File: src/rtl/img_scaler.sv
// img_scaler -- nearest-neighbour image scaler between a source ROM and a
// destination RAM.
//
// Zoom-in (mode=0) replicates each source pixel into a factor x factor block.
// Zoom-out (mode=1) keeps one source pixel per factor x factor block. With
// IMG_SCALER_AVG_EN defined, zoom-out instead writes the truncated mean of
// the block. Legal factors are 1, 2 and 4. Any other factor presented with
// start gives a one-cycle err pulse, and the request is dropped.
//
// Optional feature macro: IMG_SCALER_AVG_EN (block averaging in zoom-out).
//
// Ports:
//   clk, rst     rising-edge clock, asynchronous active-high reset
//   start        single-cycle frame request (ignored while busy)
//   mode         0 = zoom-in, 1 = zoom-out (latched at start)
//   factor       scale factor 1/2/4 (latched at start)
//   rom_addr     registered source read address
//   rom_data     source pixel, valid one cycle after rom_addr changes
//   ram_addr     registered destination write address
//   ram_data     registered destination pixel
//   ram_we       write strobe, high only in WRITE, one pixel per cycle
//   busy         frame in progress
//   done         one-cycle pulse in DONE after the last write
//   err          one-cycle pulse for an illegal factor request
//
// Handshake: ram_we/ram_addr/ram_data form a fire-and-forget write port (no
// back-pressure); rom_addr is presented for a full cycle (READ), and the data
// it returns is sampled at the end of the following cycle (WAIT).
module img_scaler #(
  parameter int SRC_W  = 160,
  parameter int SRC_H  = 120,
  parameter int PIX_W  = 8,
  parameter int ADDR_W = 19
) (
  input  logic              clk,
  input  logic              rst,
  input  logic              start,
  input  logic              mode,
  input  logic [2:0]        factor,
  output logic [ADDR_W-1:0] rom_addr,
  input  logic [PIX_W-1:0]  rom_data,
  output logic [ADDR_W-1:0] ram_addr,
  output logic [PIX_W-1:0]  ram_data,
  output logic              ram_we,
  output logic              busy,
  output logic              done,
  output logic              err
);

  typedef enum logic [2:0] {IDLE, READ, WAIT, WRITE, DONE} state_t;

  localparam logic [ADDR_W-1:0] SRC_W_A = ADDR_W'(SRC_W);
  localparam logic [ADDR_W-1:0] SRC_H_A = ADDR_W'(SRC_H);
  localparam logic [ADDR_W-1:0] ONE     = ADDR_W'(1);

  state_t            state;
  logic              mode_q;
  logic [1:0]        sh_q;        // log2(factor)
  // row/col: source pixel in zoom-in, output pixel in zoom-out.
  logic [ADDR_W-1:0] row, col;
  // sub_i/sub_j: replica offset (zoom-in writes) or block offset (averaging reads).
  logic [1:0]        sub_i, sub_j;

`ifdef IMG_SCALER_AVG_EN
  logic [PIX_W+3:0]  sum;
  logic [PIX_W+3:0]  sum_tot;
  assign sum_tot = sum + (PIX_W+4)'(rom_data);
`endif

  // Look-ahead values, so every registered address is loaded on the same
  // edge that enters the state which uses it.
  logic [1:0]        f_m1;
  logic              sub_last;
  logic [1:0]        sub_i_n, sub_j_n;
  logic [ADDR_W-1:0] last_row, last_col, row_n, col_n;
  logic              pix_last;

  always_comb begin
    f_m1     = 2'((3'd1 << sh_q) - 3'd1);
    sub_last = (sub_i == f_m1) && (sub_j == f_m1);
    sub_i_n  = sub_i;
    sub_j_n  = sub_j + 2'd1;
    if (sub_j == f_m1) begin
      sub_j_n = 2'd0;
      sub_i_n = sub_i + 2'd1;
    end
    last_row = (mode_q ? (SRC_H_A >> sh_q) : SRC_H_A) - ONE;
    last_col = (mode_q ? (SRC_W_A >> sh_q) : SRC_W_A) - ONE;
    pix_last = (row == last_row) && (col == last_col);
    row_n    = row;
    col_n    = col + ONE;
    if (col == last_col) begin
      col_n = '0;
      row_n = row + ONE;
    end
  end

  // Source address. Zoom-in reads (r, c) directly; zoom-out reads pixel
  // (r*factor + i, c*factor + j) of the source.
  function automatic logic [ADDR_W-1:0] src_addr(
    input logic m, input logic [1:0] sh,
    input logic [ADDR_W-1:0] r, input logic [ADDR_W-1:0] c,
    input logic [1:0] i, input logic [1:0] j);
    logic [1:0] s;
    s = m ? sh : 2'd0;
    return (((r << s) + ADDR_W'(i)) * SRC_W_A) + (c << s) + ADDR_W'(j);
  endfunction

  // Destination address. Output width is SRC_W*factor (zoom-in) or
  // SRC_W/factor (zoom-out); SRC_W is a multiple of 4, so the shift is exact.
  function automatic logic [ADDR_W-1:0] dst_addr(
    input logic m, input logic [1:0] sh,
    input logic [ADDR_W-1:0] r, input logic [ADDR_W-1:0] c,
    input logic [1:0] i, input logic [1:0] j);
    if (m)
      return ((r * SRC_W_A) >> sh) + c;
    else
      return ((((r << sh) + ADDR_W'(i)) * SRC_W_A) << sh) + (c << sh) + ADDR_W'(j);
  endfunction

  always_ff @(posedge clk or posedge rst) begin
    if (rst) begin
      state    <= IDLE;
      mode_q   <= 1'b0;
      sh_q     <= 2'd0;
      row      <= '0;
      col      <= '0;
      sub_i    <= 2'd0;
      sub_j    <= 2'd0;
      rom_addr <= '0;
      ram_addr <= '0;
      ram_data <= '0;
      ram_we   <= 1'b0;
      busy     <= 1'b0;
      done     <= 1'b0;
      err      <= 1'b0;
`ifdef IMG_SCALER_AVG_EN
      sum      <= '0;
`endif
    end else begin
      done <= 1'b0;
      err  <= 1'b0;
      case (state)
        IDLE: begin
          if (start) begin
            if (factor == 3'd1 || factor == 3'd2 || factor == 3'd4) begin
              mode_q   <= mode;
              sh_q     <= (factor == 3'd4) ? 2'd2 : (factor == 3'd2) ? 2'd1 : 2'd0;
              row      <= '0;
              col      <= '0;
              sub_i    <= 2'd0;
              sub_j    <= 2'd0;
              rom_addr <= '0;       // first source pixel is always address 0
              busy     <= 1'b1;
              state    <= READ;
`ifdef IMG_SCALER_AVG_EN
              sum      <= '0;
`endif
            end else begin
              err <= 1'b1;
            end
          end
        end

        READ: state <= WAIT;

        WAIT: begin
`ifdef IMG_SCALER_AVG_EN
          if (mode_q && !sub_last) begin
            // Accumulate and fetch the next pixel of the block.
            sum      <= sum_tot;
            sub_i    <= sub_i_n;
            sub_j    <= sub_j_n;
            rom_addr <= src_addr(mode_q, sh_q, row, col, sub_i_n, sub_j_n);
            state    <= READ;
          end else if (mode_q) begin
            ram_data <= PIX_W'(sum_tot >> {sh_q, 1'b0});
            sum      <= '0;
            sub_i    <= 2'd0;
            sub_j    <= 2'd0;
            ram_addr <= dst_addr(mode_q, sh_q, row, col, 2'd0, 2'd0);
            ram_we   <= 1'b1;
            state    <= WRITE;
          end else begin
            ram_data <= rom_data;
            ram_addr <= dst_addr(mode_q, sh_q, row, col, 2'd0, 2'd0);
            ram_we   <= 1'b1;
            state    <= WRITE;
          end
`else
          ram_data <= rom_data;
          ram_addr <= dst_addr(mode_q, sh_q, row, col, 2'd0, 2'd0);
          ram_we   <= 1'b1;
          state    <= WRITE;
`endif
        end

        WRITE: begin
          if (!mode_q && !sub_last) begin
            // Next replica of the same source pixel.
            sub_i    <= sub_i_n;
            sub_j    <= sub_j_n;
            ram_addr <= dst_addr(mode_q, sh_q, row, col, sub_i_n, sub_j_n);
          end else begin
            ram_we <= 1'b0;
            sub_i  <= 2'd0;
            sub_j  <= 2'd0;
            if (pix_last) begin
              busy  <= 1'b0;
              done  <= 1'b1;
              state <= DONE;
            end else begin
              row      <= row_n;
              col      <= col_n;
              rom_addr <= src_addr(mode_q, sh_q, row_n, col_n, 2'd0, 2'd0);
              state    <= READ;
            end
          end
        end

        DONE: state <= IDLE;

        default: state <= IDLE;
      endcase
    end
  end

endmodule

File: config.mk
export PLATFORM = sky130hd
export DESIGN_NAME = img_scaler
export DESIGN_NICKNAME = d
export VERILOG_FILES = /design/src/rtl/img_scaler.sv
export SDC_FILE = /design/constraint.sdc
export NUM_CORES = 1
export LEC_CHECK = 0
export CAP_MARGIN = 20
export CORE_UTILIZATION = 31
export DETAILED_ROUTE_END_ITERATION = 6
export HOLD_SLACK_MARGIN = 0.05
export PLACE_DENSITY = 0.48
export SYNTH_ARGS = -nofsm -noshare
export SYNTH_HDL_FRONTEND = slang
export SYNTH_SLANG_ARGS = --single-unit
export TNS_END_PERCENT = 5
File: constraint.sdc
create_clock -name clk -period 19.78 [get_ports clk]
set_clock_uncertainty 0.15 [all_clocks]
set_input_delay 3.956 -clock clk [delete_from_list [all_inputs] [get_ports clk]]
set_output_delay 3.956 -clock clk [all_outputs]
set_load 0.1 [all_outputs]
Word level (Yosys, flattened, before mapping)

Index checks and enable logic that the tools add are counted.

Equality and inequality tests: 16
Reduce and logical (&&, ||, !) cells: 17
Multipliers: 4
Shifts and indexed selects: 10
Add/sub/neg operators: 13
Multiplexer cells: 48

Operators with widths:

| cell                                                                   | count |
|---|---|
| 19-bit two-way mux                                                     | 15 |
| 19-bit case mux with 2 select lines                                    | 4 |
| 19-bit by 2-bit left shift with 19-bit output                          | 6 |
| 19-bit adder                                                           | 4 |
| 19-bit by 3-bit multiplier with 14-bit output (second input constant)  | 4 |
| 19-bit by 1-bit adder with 19-bit output (second input constant)       | 2 |
| 19-bit by 2-bit adder with 19-bit output                               | 2 |
| 19-bit equality test                                                   | 2 |
| 19-bit by 1-bit subtractor with 19-bit output (second input constant)  | 2 |
| 19-bit by 2-bit >> shifter with 19-bit output                          | 1 |
| 7-bit by 2-bit >> shifter with 19-bit output (first input constant)    | 1 |
| 8-bit by 2-bit >> shifter with 19-bit output (first input constant)    | 1 |
| 2-bit two-way mux                                                      | 8 |
| 1-bit two-way mux                                                      | 12 |
| 3-bit two-way mux                                                      | 4 |
| 2-bit inequality test (second input constant)                          | 6 |
| 3-bit case mux with 4 select lines                                     | 1 |
| 5-bit AND reduction                                                    | 2 |
| 3-bit by 2-bit equality test with 1-bit output (second input constant) | 3 |
| 3-bit AND reduction                                                    | 3 |
| 2-bit case mux with 2 select lines                                     | 2 |
| 3-bit by 1-bit equality test with 1-bit output (second input constant) | 2 |
| 2-bit by 1-bit adder with 2-bit output (second input constant)         | 2 |
| 2-bit equality test                                                    | 2 |
| other kinds (10)                                                       | 17 |

Flip-flop bits (word level): 98
Word-level logic and storage cells: 122
Output and inout port bits: 50

Logic depth before layout (Yosys ltp)

Depth after elaboration: 12
Depth in mapped cells: 34
Depth with buffers taken out: 30

Worst setup path before layout

No wires, ideal clock.

Path kind: reg2reg
From: register sh_q[1]
To: register ram_addr[18]
Setup slack: 12.842 ns
Data required time: 19.552 ns
Data arrival time: 6.710 ns
Cell stages (with the launch flop): 31
Setup time: 0.078 ns
Cells stage by stage: dfrtp_1 > buf_2 > buf_2 > buf_2 > buf_1 > clkbuf_1 > clkbuf_1 > a21oi_1 > ha_1 > a21o_1 > o211a_1 > clkbuf_1 > xor2_1 > ha_1 > ha_1 > nor2b_1 > nor2_1 > xnor2_1 > mux2i_1 > o21ai_0 > ha_1 > ha_1 > or2_2 > or3_1 > o211a_1 > o41ai_1 > mux2i_1 > nor2_1 > xor2_1 > nand2_1 > a21oi_1

Word-level cells in the longest chain between the ends: 12

RTL lines:

| element                                       | RTL line | source |
|---|---|---|
| start: declaration                            | 58       | `logic [1:0] sh_q;` |
| start signal: assignment                      | 148      | `sh_q <= (factor == 3'd4) ? 2'd2 : (factor == 3'd2) ? 2'd1 : 2'd0;` |
| 1-bit by 2-bit left shift with 2-bit output   | 79       | `f_m1 = 2'((3'd1 << sh_q) - 3'd1);` |
| 2-bit by 1-bit subtractor with 2-bit output   | 79       |  |
| 2-bit equality test                           | 80, 83   |  |
| 2-bit two-way mux                             | 83       | `if (sub_j == f_m1) begin` |
| 19-bit by 2-bit adder with 19-bit output      | 118      | `return ((((r << sh) + ADDR_W'(i)) * SRC_W_A) << sh) + (c << sh) + ADDR_W'(j);` |
| 19-bit by 3-bit multiplier with 14-bit output | 118      |  |
| 19-bit by 2-bit left shift with 19-bit output | 118      |  |
| 19-bit adder                                  | 118      |  |
| 19-bit by 2-bit adder with 19-bit output      | 118      |  |
| 19-bit two-way mux                            | 115      | `if (m)` |
| 19-bit two-way mux                            | 199      | `if (!mode_q && !sub_last) begin` |
| 19-bit case mux with 2 select lines           | 143      | `case (state)` |
| end signal: assignment                        | 192      | `ram_addr <= dst_addr(mode_q, sh_q, row, col, 2'd0, 2'd0);` |
| end signal: assignment                        | 203      | `ram_addr <= dst_addr(mode_q, sh_q, row, col, sub_i_n, sub_j_n);` |
| end: declaration                              | 42       | `output logic [ADDR_W-1:0] ram_addr,` |

Parallel ways exist; a longest one is shown, timed or not. The select of a mux whose other input is x is not followed.
A chain may end at the register's enable or synchronous reset.

Worst setup path after layout

From: register mode_q
To: register rom_addr[17]

Word-level cells in the longest chain between the ends: 10

RTL lines:

| element                                       | RTL line | source |
|---|---|---|
| start: declaration                            | 57       | `logic mode_q;` |
| start signal: assignment                      | 147      | `mode_q <= mode;` |
| 19-bit two-way mux                            | 88       | `last_col = (mode_q ? (SRC_W_A >> sh_q) : SRC_W_A) - ONE;` |
| 19-bit by 1-bit subtractor with 19-bit output | 88       |  |
| 19-bit equality test                          | 89, 92   |  |
| 19-bit two-way mux                            | 92       | `if (col == last_col) begin` |
| 19-bit by 2-bit left shift with 19-bit output | 106      | `return (((r << s) + ADDR_W'(i)) * SRC_W_A) + (c << s) + ADDR_W'(j);` |
| 19-bit by 3-bit multiplier with 14-bit output | 106      |  |
| 19-bit adder                                  | 106      |  |
| 19-bit two-way mux                            | 208      | `if (pix_last) begin` |
| 19-bit two-way mux                            | 199      |  |
| 19-bit case mux with 2 select lines           | 143      |  |
| end signal: assignment                        | 215      | `rom_addr <= src_addr(mode_q, sh_q, row_n, col_n, 2'd0, 2'd0);` |
| end: declaration                              | 40       | `output logic [ADDR_W-1:0] rom_addr,` |

Parallel ways exist; a longest one is shown, timed or not. The select of a mux whose other input is x is not followed.

==> flow_summary.ini <==
[power]
combPwrFrac_pct = 69.0
seq_power_share_pct = 18.1
switchingPower_mw = 0.993
p_clk_share_pct = 12.9
totalPowerFinal_mw = 1.77
ir_drop_mv = 0.0936
netSwitchingFraction_pct = 56.0
cellPowerDensity_nw_per_um2 = 122
power.internal_mw = 0.780
power.leakage_nw = 6.72

[finish]
nNetsFinal = 1797
drive_above_1_share_pct = 6.44
areaGrowthSynthToFinish_pct = 11.0
layout.cells.non_filler = 2147
diodes = 0
mostFrequentLayoutCell = ha_1
mostFrequentLayoutCells = ha_1, nand2_1, o21ai_0, nor2_1, a21oi_1
fin_area_sq_um = 14500

[timing]
tightestPinTransition_ns = 1.16
fin_hold_ws_ns = 0.324
fmaxAchievable_mhz = 113
setup-violations-final = 0
timing.max_slew.rel_slack_pct = 23.0
final_max_slew_viol_count = 0
period_share_pct = 44.8
tns_ns = 0
rsz0062_at_grt = no
period_needed_ns = 8.85
finalHoldViolCount = 0

[clocking]
cts.sinks = 98
clk_latency_ns = 0.39
ctsHoldBuffers = 0
cts.htree.levels = 3
ctsResizeCount = 0
cts_max_path_buffers = 2
path_clk_slew_ns = 0.07
cts_setup_buffers = 0
cts_tree = yes
cts-root-buf = clkbuf_16
cts_made_buffers = 9

[setup_path]
slowest_stage = a221oi_1
max_stage_delay_ns = 0.92
worst_ep_required_time_ns = 19.89
crit_type = register to register
path_depth = 28
r2r_cells = 28
crit_buf_inv = 2
start_kind = register
critPathMaxFanout = 44
cp_top_family = simple AND/OR/NAND/NOR gates
critPathCaptureType = register
arrival_ns = 8.96
crit_top_cell = ha_1

[yosys]
muxShareOfSynthArea_pct = 10.3
synth_adder_area_share_pct = 16.9
synth-simple-area-share_pct = 18.5
ys_async_sr_fraction_pct = 100
syn_avg_cell_area_sq_um = 8.09
synth_top_family_by_area = compound AO/OA/AOI/OAI gates
synth-edff-count = 0
synth_compound_area_share_pct = 21.7
synth.cell_area_sq_um = 13100
yosys_warnings = 0
syn-instance-count = 1616
synth_flop_cell = dfrtp_1
yosys.cell_types.count = 81
netlist.area_leader.share_pct = 18.8
synth_nets = 1802
synth.area.top_cells = dfrtp_1, ha_1, o21ai_0
synth-seq-cells = 98
yosys.area_share.xor_xnor_pct = 9.57
yosys.area.top_type = dfrtp_1
yosysSeqAreaShare_pct = 18.8

[placement]
post_dp_cell_area_sq_um = 14100
dp_hpwl_microns = 31500
io_buffers = 64
gp_congestion = 0.902
placed_cells = 2132

[grt]
grt_pass1_wl_microns = 66700
antenna_found_initial = 0
grt_usage_pct = 19.7
grt_max_degree = 71
grt_pass1_vias = 11700
grt_overflow_total = 0

[floorplan]
ios = 65
die_y_microns = 207
core_sq_um = 41200
initial_utilization_pct = 31.7
die_w_microns = 207
dieArea_sq_um = 43000
rows = 74

[detailed_routing]
dr.pass1.iters = 5
via_count = 12000
drt-total-wl_microns = 42000
via_per_inst = 5.57
drcViolationCount = 0
post_drt_wl_per_cell_microns = 19.6
drtAntennaViolNets = 0
drt-initial-drc-count = 817

[outcome]
status = complete, no violations

[worst_hold_path]
whs_path_depth = 1
min_path_type = register to register

[run]
maxCapViolations = 0
power groups by stage:
stage | Combinational (mW) | Sequential, mW | Clock, mW
floorplan | 0.689 | 0.549 | 0
global placement | 1.22 | 0.323 | 0
detailed placement | 1.22 | 0.324 | 0
CTS | 1.23 | 0.321 | 0.238
global route | 1.33 | 0.330 | 0.243
finish | 1.22 | 0.321 | 0.228
cells by family (layout without fill, tap and decap cells):
group	after synthesis	after routing
simple gates	513	513
compound gates	446	446
fa+ha+maj	171	171
xor+xnor	141	141
buf+inv	141	140
mux	105	105
flops	98	98
other cells	1	1
flip-flops by register name (all words and copies together) (netlist names):
register,flops
col,19
ram_addr,19
rom_addr,19
row,19
ram_data,8
state,3
sh_q,2
sub_i,2
sub_j,2
busy,1
done,1
err,1
mode_q,1
ram_we,1
final timing paths:
path | end | slack, ns | start
worst max-delay path | rom_addr[17]$_DFFE_PP0P_ | 10.93 | mode_q$_DFFE_PP0P_
worst max register to register | rom_addr[17]$_DFFE_PP0P_ | 10.93 | mode_q$_DFFE_PP0P_
min in group asynchronous | rom_addr[8]$_DFFE_PP0P_ | 3.78 | rst
max in group asynchronous | sh_q[0]$_DFFE_PP0P_ | 14.29 | rst
worst min register to register | ram_addr[8]$_DFFE_PP0P_ | 0.32 | ram_addr[8]$_DFFE_PP0P_
worst min-delay path | ram_addr[8]$_DFFE_PP0P_ | 0.32 | ram_addr[8]$_DFFE_PP0P_
final cells by class:
| type | instances | area [sq um] |
|---|---|---|
| fillers | 4282 | 26700 |
| multi-input cells | 1377 | 10100 |
| flip-flops and latches | 98 | 2460 |
| repair buffers | 87 | 811 |
| well taps | 532 | 666 |
| clock buffers | 9 | 225 |
| inverters | 38 | 145 |
| clock inverters | 6 | 139 |
routing by layer:
layer,wire (microns),track usage (%)
met3,1920,2.53
met2,19000,31.8
met4,1380,7.36
met5,0,0
met1,19700,26.8
synthesized netlist by cell type, types with 25 or more instances:
library cell and number:
nand3_1 50, nor2_1 141, xor2_1 60, mux2i_1 64
nand2_1 159, nor3_1 36, a21o_1 27, a21oi_1 99
ha_1 162, o31ai_1 25, clkbuf_1 71, xnor2_1 80
a211oi_1 27, dfrtp_1 98, inv_1 34, o21ai_0 143
per-stage QoR:
step / worst slack [ns] / util (%)
floorplan: 12.84 / -
global placement: 11.21 / 34.3
detailed placement: 11.08 / 34.3
CTS: 11.01 / 35.2
global route: 10.20 / 35.2
finish: 10.93 / 35.2
Power figures use the tool's default switching activity.
